**src/rtl/gatelevel_addsub_seq.sv**
```systemverilog
// Nibble-serial W-bit adder/subtractor: one 4-bit gate-level add/sub slice reused
// over N_NIB clocks, LSB nibble first, with a registered result presented on DONE.
module gatelevel_addsub_seq #(
  parameter int N_NIB = 4
) (
  input  logic               clk,
  input  logic               rst,
  input  logic               Start,
  input  logic               Op,
  input  logic [4*N_NIB-1:0] A,
  input  logic [4*N_NIB-1:0] B,
  output logic [4*N_NIB-1:0] Ans,
  output logic               Carry,
  output logic               Ovf,
  output logic               Busy,
  output logic               Done
);

  localparam int W     = 4 * N_NIB;
  localparam int IDX_W = (N_NIB > 1) ? $clog2(N_NIB) : 1;

  typedef enum logic [1:0] {
    IDLE = 2'd0,
    RUN  = 2'd1,
    DONE = 2'd2
  } state_t;

  state_t state_reg, state_next;

  logic [IDX_W-1:0] idx_reg;
  logic             carry_reg;
  logic [W-1:0]     a_reg, b_reg;
  logic             op_reg;
  logic [W-1:0]     shadow_reg;
  logic [W-1:0]     ans_reg;
  logic             carry_out_reg;
  logic             ovf_reg;

  logic             accept;
  logic             step;
  logic             last;

  // Operand nibble views so the slice can be steered by the running index.
  logic [3:0] a_nibs [N_NIB];
  logic [3:0] b_nibs [N_NIB];
  logic [3:0] a_nib, b_nib, b_x;
  logic [3:0] gen, prop, sum;
  logic [4:0] c;
  logic [W-1:0] shadow_next;
  logic       ovf_next;

  genvar gi;
  generate
    for (gi = 0; gi < N_NIB; gi++) begin : g_nib_view
      assign a_nibs[gi] = a_reg[gi*4 +: 4];
      assign b_nibs[gi] = b_reg[gi*4 +: 4];
    end
  endgenerate

  assign a_nib = a_nibs[idx_reg];
  assign b_nib = b_nibs[idx_reg];
  assign last  = (idx_reg == IDX_W'(N_NIB - 1));

  // Gate-level ripple slice: B inverted by Op, carry chained from the carry register.
  assign c[0] = carry_reg;
  generate
    for (gi = 0; gi < 4; gi++) begin : g_slice
      assign b_x[gi]   = b_nib[gi] ^ op_reg;
      assign gen[gi]   = a_nib[gi] & b_x[gi];
      assign prop[gi]  = a_nib[gi] ^ b_x[gi];
      assign sum[gi]   = prop[gi] ^ c[gi];
      assign c[gi + 1] = gen[gi] | (prop[gi] & c[gi]);
    end
  endgenerate

  generate
    for (gi = 0; gi < N_NIB; gi++) begin : g_shadow_next
      assign shadow_next[gi*4 +: 4] =
        (idx_reg == IDX_W'(gi)) ? sum : shadow_reg[gi*4 +: 4];
    end
  endgenerate

  // Only meaningful on the last nibble, where sum[3] is the result's sign bit.
  assign ovf_next = (a_reg[W-1] ^ sum[3]) & ((b_reg[W-1] ^ op_reg) ^ sum[3]);

  always_ff @(posedge clk or posedge rst) begin
    if (rst) begin
      state_reg <= IDLE;
    end else begin
      state_reg <= state_next;
    end
  end

  always_comb begin
    state_next = state_reg;
    accept     = 1'b0;
    step       = 1'b0;
    case (state_reg)
      IDLE: begin
        if (Start) begin
          accept     = 1'b1;
          state_next = RUN;
        end
      end
      RUN: begin
        step = 1'b1;
        if (last) begin
          state_next = DONE;
        end
      end
      DONE: begin
        if (Start) begin
          accept     = 1'b1;
          state_next = RUN;
        end else begin
          state_next = IDLE;
        end
      end
      default: state_next = IDLE;
    endcase
  end

  always_ff @(posedge clk or posedge rst) begin
    if (rst) begin
      idx_reg       <= '0;
      carry_reg     <= 1'b0;
      a_reg         <= '0;
      b_reg         <= '0;
      op_reg        <= 1'b0;
      shadow_reg    <= '0;
      ans_reg       <= '0;
      carry_out_reg <= 1'b0;
      ovf_reg       <= 1'b0;
    end else if (accept) begin
      a_reg     <= A;
      b_reg     <= B;
      op_reg    <= Op;
      carry_reg <= Op;
      idx_reg   <= '0;
    end else if (step) begin
      shadow_reg <= shadow_next;
      carry_reg  <= c[4];
      if (last) begin
        // Commit the whole word at once so partial sums never reach Ans.
        idx_reg       <= '0;
        ans_reg       <= shadow_next;
        carry_out_reg <= c[4];
        ovf_reg       <= ovf_next;
      end else begin
        idx_reg <= idx_reg + 1'b1;
      end
    end
  end

  assign Ans   = ans_reg;
  assign Carry = carry_out_reg;
  assign Ovf   = ovf_reg;
  assign Busy  = (state_reg == RUN);
  assign Done  = (state_reg == DONE);

endmodule

```
**config.mk**
```make
export PLATFORM = sky130hd
export DESIGN_NAME = gatelevel_addsub_seq
export DESIGN_NICKNAME = d
export VERILOG_FILES = /design/src/rtl/gatelevel_addsub_seq.sv
export SDC_FILE = /design/constraint.sdc
export NUM_CORES = 1
export LEC_CHECK = 0
export ABC_CLOCK_PERIOD_IN_PS = 3700
export CAP_MARGIN = 20
export CORE_MARGIN = 5
export CORE_UTILIZATION = 50
export DETAILED_ROUTE_END_ITERATION = 8
export GPL_TIMING_DRIVEN = 0
export PLACE_DENSITY_LB_ADDON = 0.2
export SYNTH_ARGS = -nofsm -noshare
export SYNTH_HDL_FRONTEND = slang
export SYNTH_SLANG_ARGS = --single-unit
```
**constraint.sdc**
```tcl
create_clock -name clk -period 3.7 [get_ports clk]
set_input_delay 0.555 -clock clk [delete_from_list [all_inputs] [get_ports clk]]
set_output_delay 0.555 -clock clk [all_outputs]
set_load 0.02 [all_outputs]
```
==> summary.md <==
| Metric | Value |
|---|---|
| Outcome | `finished, final reports clean` |
| NetSw | `1670 uW` |
| Clock sinks | `68` |
| Fin Setup TNS | `0 ns` |
| Chip height | `88.5 um` |
| Cell variety after synth | `23` |
| Peak VDD IR | `roughly 0.76 mV` |
| IO Pins | `between 50 and 60` |
| Filler cells | `492` |
| Diodes inserted | `0` |
| Layout area overhead | `26.3%` |
| Syn_nets | `approximately 280` |
| Max stage delay on crit path | `0.54 ns` |
| Crit-path max FO | `9` |
| First-pass GRT wire length | `~9900 um` |
| Clock skew | `roughly 0.007 ns` |
| Pwr Density | `approximately 1100 nW/um^2` |
| Post-cts resize count | `0` |
| Cts bufs inserted | `9` |
| Max_cap viols | `0` |
| Post-synth EDFFs | `0` |
| Vias in the first global route | `slightly above 2000` |
| CP delay by family, top | `adder cells` |
| Initial Util | `51.7%` |
| Syn Area/Cell | `13.1 sq um` |
| DP HPWL | `a little over 4000 um` |
| Clock transition at the registers of the reported paths | `0.07 ns` |
| CP Class | `reg -> reg` |
| Row count | `28` |
| Worst slew margin | `45.4%` |
| Cell Area, Synth | `approximately 3000 sq um` |
| Clock Latency Late Sink | `around 0.34 ns` |
| Leakage power | `0.00169 uW` |
| Port bufs | `55` |
| Yosys warns | `0` |
| Synth Flop Type | `dfrtp_1` |
| Layout cells sized above 1 | `between 20% and 30%` |
| WL/cell | `between 10 and 15 um` |
| Crit-path cells | `buf_6 > mux4_2 > xnor2_1 > fa_1 > inv_1 > fa_1 > inv_1 > fa_1 > inv_1 > fa_1 > nor2b_1 > mux2i_1 > o21ai_0` |
| Final net count | `roughly 340` |
| RSZ-0062 raised after global routing | `no` |
| Final worst-path cycle share | `between 90% and 100%` |
| Critical Path AT | `around 3.7 ns` |
| Clock share of power | `about an eighth` |
| Crit end category | `register` |
| Drt drc | `0` |
| Yosys reg bits | `a little under 70` |
| Final setup violating endpoints | `0` |
| Post-Syn Instances | `about 240` |
| Critical Path Start Type | `register` |
| Commonest cells in the netlist | `dfrtp_1 (68), nand2_1 (28), o21ai_0 (27)` |
| Initial DRC Count | `74` |
| Int Power | `2510 uW` |
| Final Slew Violations | `0` |
| Max clock buf depth | `2` |
| CTS H-Tree Depth | `3` |
| Top-count cell post-synth | `dfrtp_1` |
| Synth area leader | `dfrtp_1` |
| Fin. Hold Viols | `0` |
| Post-CTS setup buffer count | `0` |
| First-pass DRT Iterations | `4` |
| Routed WL | `5650 um` |
| Routability cong. | `0.730` |
| Sequential Power Share | `31.2%` |
| Minimum period implied by the final worst setup slack | `3.51 ns` |
| Yosys top cell area share | `a little under three fifths` |
| ANT nets after route | `0` |
| Die Width | `88.5 um` |
| Worst Path Required | `3.91 ns` |
| Post-synth ARST share | `100%` |
| Buf+Inv Stages, Crit Path | `4` |
| Worst-margin pin slew | `slightly above 0.8 ns` |
| CTS Root Cell | `clkbuf_8` |
| Seq/Total Area, Yosys | `55.2%` |
| Vias per inst | `5.04` |
| Most frequent cell on the critical path | `fa_1` |
| Grt total ovfl | `0` |
| CTS tree | `built` |
| Comb power frac | `between 50% and 60%` |
| GRT Total Usage | `around 17%` |
| Min Hold Slack | `roughly 0.48 ns` |
| Sw Share | `between 30% and 40%` |
| Hold Crit Class | `reg -> reg` |
| Die ar. | `7830 sq um` |
| Slowest-stage cell, CP | `mux4_2` |
| Largest net degree at the start of global routing | `slightly below 70` |
| F_max | `approximately 280 MHz` |
| Core area | `between 5000 and 6000 sq um` |
| Initial antenna violation count | `0` |
| Main area contributors after synthesis | `dfrtp_1 (55%), mux2_2 (9.5%), mux2_1 (5.8%), mux4_2 (5.8%), o21ai_0 (4.4%)` |
| Vias | `roughly 1900` |
| CTS Hold Bufs | `0` |
[per-layer routing]
metal / routed length, um / track usage [%] / part of all wire, % / vias to the layer above
met1: 2480 / 22.1 / 44 / 921
met2: 2720 / 26.9 / 48 / 47
met4: 129 / 8.65 / 2.3 / 0
met3: 326 / 3.72 / 5.8 / 10
li1: - / - / - / 934
met5: 0 / 0 / 0 / -
[cells by family after synthesis]
family / after synthesis / share of synthesized area [%]
flip-flops: 68 / 55.2
multiplexers: 57 / 23.5
AND/OR/NAND/NOR: 39 / 5.72
AO/OA/AOI/OAI: 31 / 5.48
buffers and inverters: 27 / 4.47
adder cells (fa/ha/maj): 8 / 4.22
XOR/XNOR: 5 / 1.42
[worst reg2reg max path, cell delays in order, from the launching register on]
cell     delay (ns)
dfrtp_1        0.39
buf_6          0.19
mux4_2         0.54
xnor2_1        0.15
fa_1           0.36
inv_1          0.08
fa_1           0.16
inv_1          0.05
fa_1           0.36
inv_1          0.08
fa_1           0.54
nor2b_1        0.20
mux2i_1        0.19
o21ai_0        0.11
[cell usage in the layout (no fill, tap or decap), types with 2 or more instances in the layout]
| master | n |
|---|---|
| nand2_1 | 28 |
| buf_6 | 3 |
| clkdlybuf4s50_1 | 55 |
| nand3b_1 | 4 |
| buf_2 | 8 |
| mux4_2 | 8 |
| ha_1 | 4 |
| clkbuf_1 | 5 |
| mux2_2 | 26 |
| inv_1 | 10 |
| xnor2_1 | 3 |
| mux2i_1 | 7 |
| nor2b_1 | 5 |
| fa_1 | 4 |
| nor3_1 | 2 |
| dfrtp_1 | 68 |
| o21ai_0 | 27 |
| xor2_1 | 2 |
| clkbuf_8 | 11 |
| clkinv_2 | 2 |
| mux2_1 | 16 |
[power groups by stage]
stage	Combinational (uW)	Sequential [uW]	Clock [uW]
after floorplan	1570	1370	0
after global placement	2340	1300	0
after detailed placement	2390	1320	0
after CTS	2390	1310	546
after global routing	2630	1360	583
final	2340	1300	538
[path summary, 6_finish.rpt]
check | slack (ns) | cells after the start | to | from
min | 0.48 | 2 | Ans[9]$_DFFE_PP0P_ | Ans[9]$_DFFE_PP0P_
max reg2reg | 0.19 | 13 | Ovf$_DFFE_PP0P_ | idx_reg[0]$_DFFE_PP0P_
min reg2reg | 0.48 | 2 | Ans[9]$_DFFE_PP0P_ | Ans[9]$_DFFE_PP0P_
max in group asynchronous | 2.43 | 2 | b_reg[3]$_DFFE_PP0P_ | rst
max | 0.19 | 13 | Ovf$_DFFE_PP0P_ | idx_reg[0]$_DFFE_PP0P_
min in group asynchronous | 0.74 | 2 | a_reg[5]$_DFFE_PP0P_ | rst
[through the flow]
step / cells / cell area, sq um / power [uW] / setup slack [ns] / utilization [%]
after floorplan: 235 / 3080 / 2940 / 0.499 / -
after global placement: 365 / 3730 / 3640 / 0.176 / 62.6
after detailed placement: 365 / 3730 / 3710 / 0.117 / 62.6
after CTS: 380 / 3900 / 4240 / 0.109 / 65.4
after global routing: 379 / 3890 / 4570 / 0.0140 / 65.4
final: 379 / 3890 / 4190 / 0.188 / 65.4
[cell type report]
type	instances	area (sq um)	share of cell area, %
Sequential cell	68	1700	43.7
Multi-Input combinational cell	140	1240	31.9
Timing Repair Buffer	55	551	14.1
Clock buffer	13	159	4.08
Tap cell	75	93.8	2.41
Buffer	15	92.6	2.38
Inverter	11	43.8	1.12
Clock inverter	2	10.0	0.257
(Power assumes the default switching activity.)
